### config.mk
export PLATFORM = sky130hd
export DESIGN_NAME = stopwatch_lap_timer
export DESIGN_NICKNAME = d
export VERILOG_FILES = /design/src/rtl/stopwatch_lap_timer.sv
export SDC_FILE = /design/constraint.sdc
export NUM_CORES = 1
export LEC_CHECK = 0
export BUFFER_PORTS_ARGS = -buffer_cell sky130_fd_sc_hd__buf_2
export CORE_ASPECT_RATIO = 0.7
export CORE_MARGIN = 5
export CORE_UTILIZATION = 35
export DETAILED_ROUTE_END_ITERATION = 12
export REMOVE_ABC_BUFFERS = 1
export SLEW_MARGIN = 20
export SYNTH_ARGS = -nofsm -noshare
export SYNTH_HDL_FRONTEND = slang
export SYNTH_SLANG_ARGS = --single-unit
### constraint.sdc
create_clock -name clk -period 3.3 [get_ports clk]
set_input_delay 0.66 -clock clk [delete_from_list [all_inputs] [get_ports clk]]
set_output_delay 0.66 -clock clk [all_outputs]
set_load 0.01 [all_outputs]
### src/rtl/stopwatch_lap_timer.sv
// Stopwatch/lap timer core: BCD mm..m:ss.cc count, up/down, run/pause, lap freeze, preset, terminal detect.
// Latency: count changes on the step edge; disp_bcd and tick/done/overflow follow one clock later.
// Backpressure: none; control inputs are single-cycle pulses acted on in the cycle they arrive.
module stopwatch_lap_timer #(
  parameter int CLK_FREQ_HZ = 50_000_000,
  parameter int TICK_HZ     = 100,
  parameter int MIN_DIGITS  = 1,
  parameter int WRAP        = 0
) (
  input  logic                        clk,
  input  logic                        Reset,
  input  logic                        start_stop,
  input  logic                        lap,
  input  logic                        clear,
  input  logic                        load,
  input  logic                        count_down,
  input  logic [4*(4+MIN_DIGITS)-1:0] preset_bcd,
  output logic [4*(4+MIN_DIGITS)-1:0] disp_bcd,
  output logic                        running,
  output logic                        lap_hold,
  output logic                        tick,
  output logic                        done,
  output logic                        overflow
);
  localparam int ND  = 4 + MIN_DIGITS;
  localparam int W   = 4 * ND;
  localparam int DIV = CLK_FREQ_HZ / TICK_HZ;
  localparam int PW  = $clog2(DIV);
  localparam logic [PW-1:0] PRESC_LAST = PW'(DIV - 1);

  typedef enum logic [1:0] {IDLE, RUNNING, PAUSED, DONE} state_t;

  state_t        state, state_nxt;
  logic [W-1:0]  count, snap, cnt_inc, cnt_dec, cnt_clamp;
  logic [PW-1:0] presc;
  logic          dir, step_q, done_q, ovf_q;
  logic          inc_carry, dec_borrow;
  logic          step, at_max, count_zero, term, start_ok, load_ok, lap_ok;

  // Seconds-tens digit (index 3) runs 0-5; every other digit runs 0-9.
  function automatic logic [3:0] dig_max(input int i);
    return (i == 3) ? 4'd5 : 4'd9;
  endfunction

  // Ripple BCD increment/decrement and per-digit preset clamp.
  always_comb begin
    cnt_inc    = count;
    cnt_dec    = count;
    cnt_clamp  = preset_bcd;
    inc_carry  = 1'b1;
    dec_borrow = 1'b1;
    for (int i = 0; i < ND; i++) begin
      if (inc_carry) begin
        if (count[4*i +: 4] >= dig_max(i)) begin
          cnt_inc[4*i +: 4] = 4'd0;
        end else begin
          cnt_inc[4*i +: 4] = count[4*i +: 4] + 4'd1;
          inc_carry         = 1'b0;
        end
      end
      if (dec_borrow) begin
        if (count[4*i +: 4] == 4'd0) begin
          cnt_dec[4*i +: 4] = dig_max(i);
        end else begin
          cnt_dec[4*i +: 4] = count[4*i +: 4] - 4'd1;
          dec_borrow        = 1'b0;
        end
      end
      if (preset_bcd[4*i +: 4] > dig_max(i)) cnt_clamp[4*i +: 4] = dig_max(i);
    end
  end

  // Step/terminal qualifiers shared by the FSM and the datapath.
  always_comb begin
    at_max     = inc_carry;
    count_zero = (count == '0);
    step       = (state == RUNNING) && (presc == PRESC_LAST);
    term       = dir ? (count_zero || (cnt_dec == '0)) : (at_max && (WRAP == 0));
    start_ok   = !(count_down && count_zero);
    load_ok    = load && (state != RUNNING);
    lap_ok     = lap && !start_stop && ((state == RUNNING) || (state == PAUSED)) && !(step && term);
  end

  // State register.
  always_ff @(posedge clk or posedge Reset) begin
    if (Reset) state <= IDLE;
    else       state <= state_nxt;
  end

  // Next-state logic: clear > load > start_stop; a terminal step beats a same-cycle pause.
  always_comb begin
    state_nxt = state;
    if (clear || load_ok) begin
      state_nxt = IDLE;
    end else begin
      case (state)
        IDLE:    if (start_stop && start_ok) state_nxt = RUNNING;
        RUNNING: begin
          if (step && term)    state_nxt = DONE;
          else if (start_stop) state_nxt = PAUSED;
        end
        PAUSED:  if (start_stop) state_nxt = RUNNING;
        default: state_nxt = state;
      endcase
    end
  end

  // State-decoded outputs.
  always_comb begin
    running = (state == RUNNING);
  end

  // Count, prescaler, direction latch, lap snapshot and the registered display/pulses.
  always_ff @(posedge clk or posedge Reset) begin
    if (Reset) begin
      count    <= '0;
      snap     <= '0;
      presc    <= '0;
      dir      <= 1'b0;
      lap_hold <= 1'b0;
      step_q   <= 1'b0;
      done_q   <= 1'b0;
      ovf_q    <= 1'b0;
      disp_bcd <= '0;
      tick     <= 1'b0;
      done     <= 1'b0;
      overflow <= 1'b0;
    end else begin
      step_q <= 1'b0;
      done_q <= 1'b0;
      ovf_q  <= 1'b0;
      if (clear) begin
        count    <= '0;
        presc    <= '0;
        lap_hold <= 1'b0;
      end else if (load_ok) begin
        count    <= cnt_clamp;
        presc    <= '0;
        lap_hold <= 1'b0;
      end else begin
        if ((state == IDLE) && start_stop && start_ok) dir <= count_down;
        if (state == RUNNING) begin
          if (step) begin
            presc  <= '0;
            // A saturating up step leaves the count unchanged, so it is not a tick.
            step_q <= dir || !term;
            if (term) lap_hold <= 1'b0;
            if (dir) begin
              count  <= term ? '0 : cnt_dec;
              done_q <= term;
            end else if (at_max) begin
              if (WRAP != 0) begin
                count <= '0;
                ovf_q <= 1'b1;
              end else begin
                done_q <= 1'b1;
              end
            end else begin
              count <= cnt_inc;
            end
          end else begin
            presc <= presc + 1'b1;
          end
        end
        if (lap_ok) begin
          if (!lap_hold) begin
            lap_hold <= 1'b1;
            snap     <= count;
          end else begin
            lap_hold <= 1'b0;
          end
        end
      end
      disp_bcd <= lap_hold ? snap : count;
      tick     <= step_q;
      done     <= done_q;
      overflow <= ovf_q;
    end
  end
endmodule

==> results of run 1 <==
[worst paths after layout]
kind / startpoint / end / slack (ps) / cells past startpoint
worst max-delay path: count[5] / snap[3] / 120 / 10
worst min-delay path: done_q / done / 350 / 0
worst max register to register: count[5] / snap[3] / 120 / 10
worst min register to register: done_q / done / 350 / 0
max in group asynchronous: Reset / disp_bcd[18] / 2200 / 3
min in group asynchronous: Reset / presc[3] / 410 / 2
[report_power, final]
part	switching [uW]	internal [uW]	leakage, uW
logic	471	341	0.00138
registers	82.1	1160	0.00117
clock network	439	591	0.000135
total	993	2090	0.00269
[cells by family after synthesis]
family                   after synthesis  synth area share (%)
flip-flops                            87                  41.2
AND/OR/NAND/NOR                      204                  21.3
other                                  1                0.0710
adder cells (fa/ha/maj)               20                  4.74
AO/OA/AOI/OAI                        129                  16.5
buffers and inverters                 51                  4.19
XOR/XNOR                              19                  3.15
multiplexers                          35                  8.79
[area by class of cell]
| type | instances | share of cell area, % |
|---|---|---|
| Multi-Input combinational cell | 408 | 47.0 |
| Sequential cell | 87 | 35.3 |
| Timing Repair Buffer | 75 | 7.51 |
| Tap cell | 195 | 3.96 |
| Clock buffer | 10 | 3.72 |
| Inverter | 21 | 1.30 |
| Clock inverter | 6 | 1.14 |
[through the flow]
stage               total power (uW)  utilization [%]  hold WS, ps  area [sq um]  setup slack [ps]
floorplan                       1760                -          331          5140             -84.1
finish                          3080             41.7          355          6160               117
detailed placement              2050             39.6          343          5850              82.3
global placement                2030             39.6          345          5850               227
global route                    3250             41.7          387          6160              2.82
CTS                             3080             41.6          358          6140              42.9
[sequential cells by signal, indices dropped and copies added, names as in the netlist]
| name | flops |
|---|---|
| done_q | 1 |
| presc | 19 |
| tick | 1 |
| lap_hold | 1 |
| step_q | 1 |
| dir | 1 |
| state | 2 |
| count | 20 |
| snap | 20 |
| done | 1 |
| disp_bcd | 20 |
[per-layer routing]
metal | track usage (%) | vias up | routed length, um
met3 | 3.29 | 13 | 905
li1 | - | 2095 | -
met2 | 22.6 | 150 | 5700
met4 | 3.99 | 0 | 149
met1 | 25.2 | 2159 | 7050
met5 | 0 | - | 0
[critical path, delay by kind of cell (launching register included)]
kind,cells,cell delay [ps]
multiplexers,1,310
AND/OR/NAND/NOR,3,510
buffers and inverters,2,390
adder cells (fa/ha/maj),1,310
AO/OA/AOI/OAI,3,1040
flip-flops,1,470
[placed cells by master (no fill, tap or decap), types with 10 or more instances in the layout]
cell type	instances
dfrtp_1	87
buf_2	50
nand2_1	49
nor2_1	43
o21ai_0	37
a21oi_1	27
buf_4	23
inv_1	20
mux2_4	20
ha_1	20
nor3_1	19
nand3_1	15
xor2_1	12
mux2_2	11
nand4_1	10
[timing repair]
item                                    CTS  global route
gates resized for setup                   0             4
endpoints found under the setup margin    0            23
endpoints found under the hold margin     0             0
==> key figures, run 1 <==
Detailed routing
  • Routed len/inst: 17.2 um
  • Drt total wl: 13.8 mm
  • Number of vias per cell: 5.51
  • Drt initial violations: 468
  • DR DRC count: 0
  • Pre-Repair DR Iteration Count: 5
  • Via count of the routed design: 4417
  • ANT nets after route: 0

Synth
  • Synth Register Bits: 87
  • Sequential-to-total area share from yosys stat: 41.2%
  • Synth unique cells: 70
  • Yosys warnings: 0
  • Syn_area_per_cell: 9.67 sq um
  • Async SR Flop Fraction: 100%
  • Number of flops mapped to enable cells by yosys: 0
  • Post-Synthesis Cells: 546
  • Post-synth top area share: 41.2%
  • Post-Syn Area: 5280 sq um
  • Top FF cell, synth: dfrtp_1
  • Synth area leaders: dfrtp_1, mux2_4, ha_1, o21ai_0, nand2_1
  • Top-count cell post-synth: dfrtp_1
  • Synth area leader: dfrtp_1
  • Most frequent cells after synthesis: dfrtp_1, nand2_1, nor2_1

Power
  • Leak Pwr: 0.00269 uW
  • VDD IR max: 0.000257 V
  • Pwr Density: 500 nW/um^2

Floorplanning
  • Initial core utilization: 35.8%
  • Rows: 37
  • Core region area: 14800 sq um
  • # IOs: 52
  • Chip Height: 113 um
  • Die Area: 17700 sq um
  • Die Wd: 157 um

Timing
  • FMAX: 0.314 GHz
  • RSZ-0062 raised after global routing: false
  • Post-route clock period utilization: 96.5%
  • Setup TNS Final: 0 ps
  • Minimum clock period: 3180 ps
  • Final Hold Viols: 0
  • Rel. slew slack: 49.7%
  • Tightest Pin Transition: 754 ps
  • Pins over their slew limit: 0
  • Final setup vio count: 0
  • Worst Skew: 7.89 ps

Cells and area
  • ANT cells: 0
  • Share of layout cells above drive strength 1: 23.2%
  • Area growth from synthesis to layout: 16.7%
  • Multi-input logic area: 2900 sq um
  • Fin nets: 649
  • Fin cells: 802
  • Sequential Area: 2180 sq um
  • Layout fillers: 1438

Status
  • Outcome: completed

GRT
  • Wire length of the first global-routing pass: 23.0 mm
  • Tot GR Track Use: 16.1%
  • Initial antenna violation count: 0
  • Largest net degree at the start of global routing: 47
  • GRT overflow: 0
  • Vias in the first global route: 4299

Critical path
  • Largest stage delay on the critical path: 470 ps
  • Slowest cell on crit path: dfrtp_1
  • Worst Setup End Kind: flip-flop
  • Worst setup SP type: flip-flop
  • Critical Path AT: 3410 ps
  • Setup CP Type: reg -> reg
  • CP required: 3530 ps
  • Critical-path cell list: inv_1 -> ha_1 -> nand4bb_1 -> nor3b_1 -> o31ai_1 -> nor4_4 -> a211o_4 -> a211oi_4 -> buf_12 -> mux2_4
  • Crit path max fanout: 16

Hold path
  • Min-delay worst type: reg -> reg

Placed design
  • GP Congestion: 0.858
  • DP HPWL: 10.2 mm
  • Cells after DPL: 786
  • Count of buffers from port buffering: 50

Clock tree
  • CTS H-Tree Depth: 3
  • Worst skew pair latency: 350 ps
  • CTS Buffer Depth: 2
  • Post-CTS Setup Inserts: 0
  • Cts bufs inserted: 9
  • CTS Sinks: 87
  • Clock Tree Root: clkbuf_16
  • Hold Buf Count CTS: 0
  • Register clock-pin slew on the reported worst setup and hold paths: 70 ps
  • TritonCTS clock tree: built

Job
  • Max_cap viols: 0
No activity file was read; power rests on OpenSTA's default activity.
==> run 2: changes to the inputs <==
Settings changed: PLACE_DENSITY_LB_ADDON from default to 0.2.
==> key figures, run 2 (same netlist as run 1, synthesis figures left out) <==
Detailed routing
  • Drt initial violations: 248 (-47%)
  • ANT nets after route: 0 (unchanged)
  • Drt total wl: 13.6 mm (-1.7%)
  • Routed len/inst: 16.9 um (-1.9%)
  • Number of vias per cell: 5.39 (-2.1%)
  • Pre-Repair DR Iteration Count: 5 (unchanged)
  • DR DRC count: 0 (unchanged)
  • Via count of the routed design: 4331 (-1.9%)

Cells and area
  • Area growth from synthesis to layout: 16.7% (about the same)
  • Regs by FF count: count (20), disp_bcd (20), snap (20)
  • Core Util, Final: 41.7% (about the same)
  • Share of layout cells above drive strength 1: 23.5% (+0.29 points)
  • Fin nets: 650 (+0.15%)
  • Fin cells: 803 (+0.12%)
  • Most frequent cells in the layout: dfrtp_1, buf_2, nand2_1
  • Most common cell after layout, fill and taps aside: dfrtp_1
  • ANT cells: 0 (unchanged)

Floorplanning
  • Chip Height: 113 um (unchanged)
  • Die Area: 17700 sq um (unchanged)
  • Initial core utilization: 35.8% (unchanged)
  • Die Wd: 157 um (unchanged)
  • # IOs: 52 (unchanged)
  • Core region area: 14800 sq um (unchanged)
  • Rows: 37 (unchanged)

Critical path
  • Worst Setup End Kind: flip-flop
  • Critical Path AT: 3320 ps (-90 ps)
  • Setup CP Type: reg -> reg
  • CP required: 3530 ps (about the same)
  • Crit path max fanout: 20 (+4)
  • Worst setup SP type: flip-flop

GRT
  • Largest net degree at the start of global routing: 88 (+87%)
  • GR Util met3: 3.36% (+0.076 points)
  • GRT overflow: 0 (unchanged)
  • Vias in the first global route: 4271 (-0.65%)
  • Met1 Use GR: 24.5% (-0.74 points)
  • Most used routing layer: met1
  • Tot GR Track Use: 15.7% (-0.40 points)
  • Initial antenna violation count: 0 (unchanged)
  • Wire length of the first global-routing pass: 22.5 mm (-2.4%)
  • Met2 usage: 22.2% (-0.37 points)

Timing
  • Tightest Pin Transition: 548 ps (-206 ps)
  • Post-route clock period utilization: 93.7% (-2.7 points)
  • Rel. slew slack: 63.5% (+14 points)
  • FMAX: 0.323 GHz (+2.9%)
  • Setup ws final: 206 ps (+89.7 ps)
  • Worst Skew: 7.48 ps (-0.416 ps)
  • Final Hold Viols: 0 (unchanged)
  • RSZ-0062 raised after global routing: false
  • Final setup vio count: 0 (unchanged)
  • Pins over their slew limit: 0 (unchanged)
  • Minimum clock period: 3090 ps (-89.7 ps)

Clock tree
  • Hold Buf Count CTS: 0 (unchanged)
  • Worst skew pair latency: 340 ps (about the same)
  • Post-cts gate resize count: 0 (unchanged)
  • Post-CTS Setup Inserts: 0 (unchanged)
  • CTS Buffer Depth: 2 (unchanged)
  • Clock Tree Root: clkbuf_16
  • Register clock-pin slew on the reported worst setup and hold paths: 70 ps (about the same)
  • CTS H-Tree Depth: 3 (unchanged)
  • CTS Sinks: 87 (unchanged)
  • TritonCTS clock tree: built
  • Cts bufs inserted: 9 (unchanged)

Placed design
  • Dpl ws: 125 ps (+42.3 ps)
  • Cells after DPL: 787 (+0.13%)
  • GP Congestion: 0.857 (-0.17%)
  • DP HPWL: 9.82 mm (-3.4%)
  • Count of buffers from port buffering: 50 (unchanged)

Power
  • Sw Pwr: 977 uW (-1.6%)
  • Part of the power in the clock network: 33.8% (+0.4 points)
  • Register share of total power: 40.3% (about the same)
  • Comb pwr share: 25.9% (-0.5 points)
  • Sw Ratio: 31.7% (-0.53 points)
  • Pwr Density: 500 nW/um^2 (about the same)
  • Leak Pwr: 0.00270 uW (+0.12%)
  • VDD IR max: 0.000255 V (-0.98%)
  • Power Internal: 2110 uW (+0.80%)

Status
  • Outcome: completed

Hold path
  • Min-delay worst type: in -> async

Job
  • Max_cap viols: 0 (unchanged)
==> run 2: changes by cell type in the layout (fill, tap and decap cells not counted), sizes merged <==
| cell | previous run | this run |
|---|---|---|
| buf | 75 | 76 |
| clkbuf | 10 | 11 |
| inv | 21 | 20 |
==> run 2: area by class of cell <==
cell class                 count  area (sq um)
fill                        1428          8600
multi-input combinational    408          2890
sequential                    87          2180
timing repair buffer          76           470
tap                          195           244
clock buffer                  11           243
inverter                      21          80.1
clock inverter                 5          57.6
==> run 2: worst paths after layout <==
check	slack (ps)	depth (start not counted)	end	startpoint
worst min-delay path	360	3	disp_bcd[14]	Reset
worst max-delay path	210	10	snap[14]	count[5]
min in group clk	360	0	tick	step_q
worst max register to register	210	10	snap[14]	count[5]
max in group asynchronous	2470	3	presc[2]	Reset
worst min register to register	360	0	tick	step_q
==> run 2: power by group through the flow <==
stage	Clock [uW]	Combinational, uW	Sequential, uW
6_report	1040	799	1240
5_1_grt	1110	882	1260
4_1_cts	1070	791	1240
3_5_place_dp	0	787	1260
3_3_place_gp	0	778	1260
2_1_floorplan	0	487	1270
==> run 2: per-stage QoR <==
stage | total power [uW] | area [sq um] | hold slack [ps] | TNS, ps
2_1_floorplan | 1760 | 5140 | 331 | -1680
3_3_place_gp | 2040 | 5850 | 346 | 0
3_5_place_dp | 2050 | 5850 | 344 | 0
4_1_cts | 3100 | 6150 | 359 | 0
5_1_grt | 3250 | 6160 | 371 | 0
6_report | 3080 | 6160 | 356 | 0
==> run 2: metal layers <==
layer / up-vias / share of wire, %
met4: 0 / 0.92
met2: 103 / 40
met3: 8 / 4.9
li1: 2101 / -
met1: 2119 / 54
met5: - / 0
==> run 2: worst max-delay path: stages (launching register included) <==
cell and delay (ps):
dfrtp_1 450, inv_1 150, ha_1 300, nand4bb_1 200, nor3b_1 200, o31ai_1 410
nor4_4 90, a211o_4 350, a211oi_4 240, buf_12 240, mux2_4 320
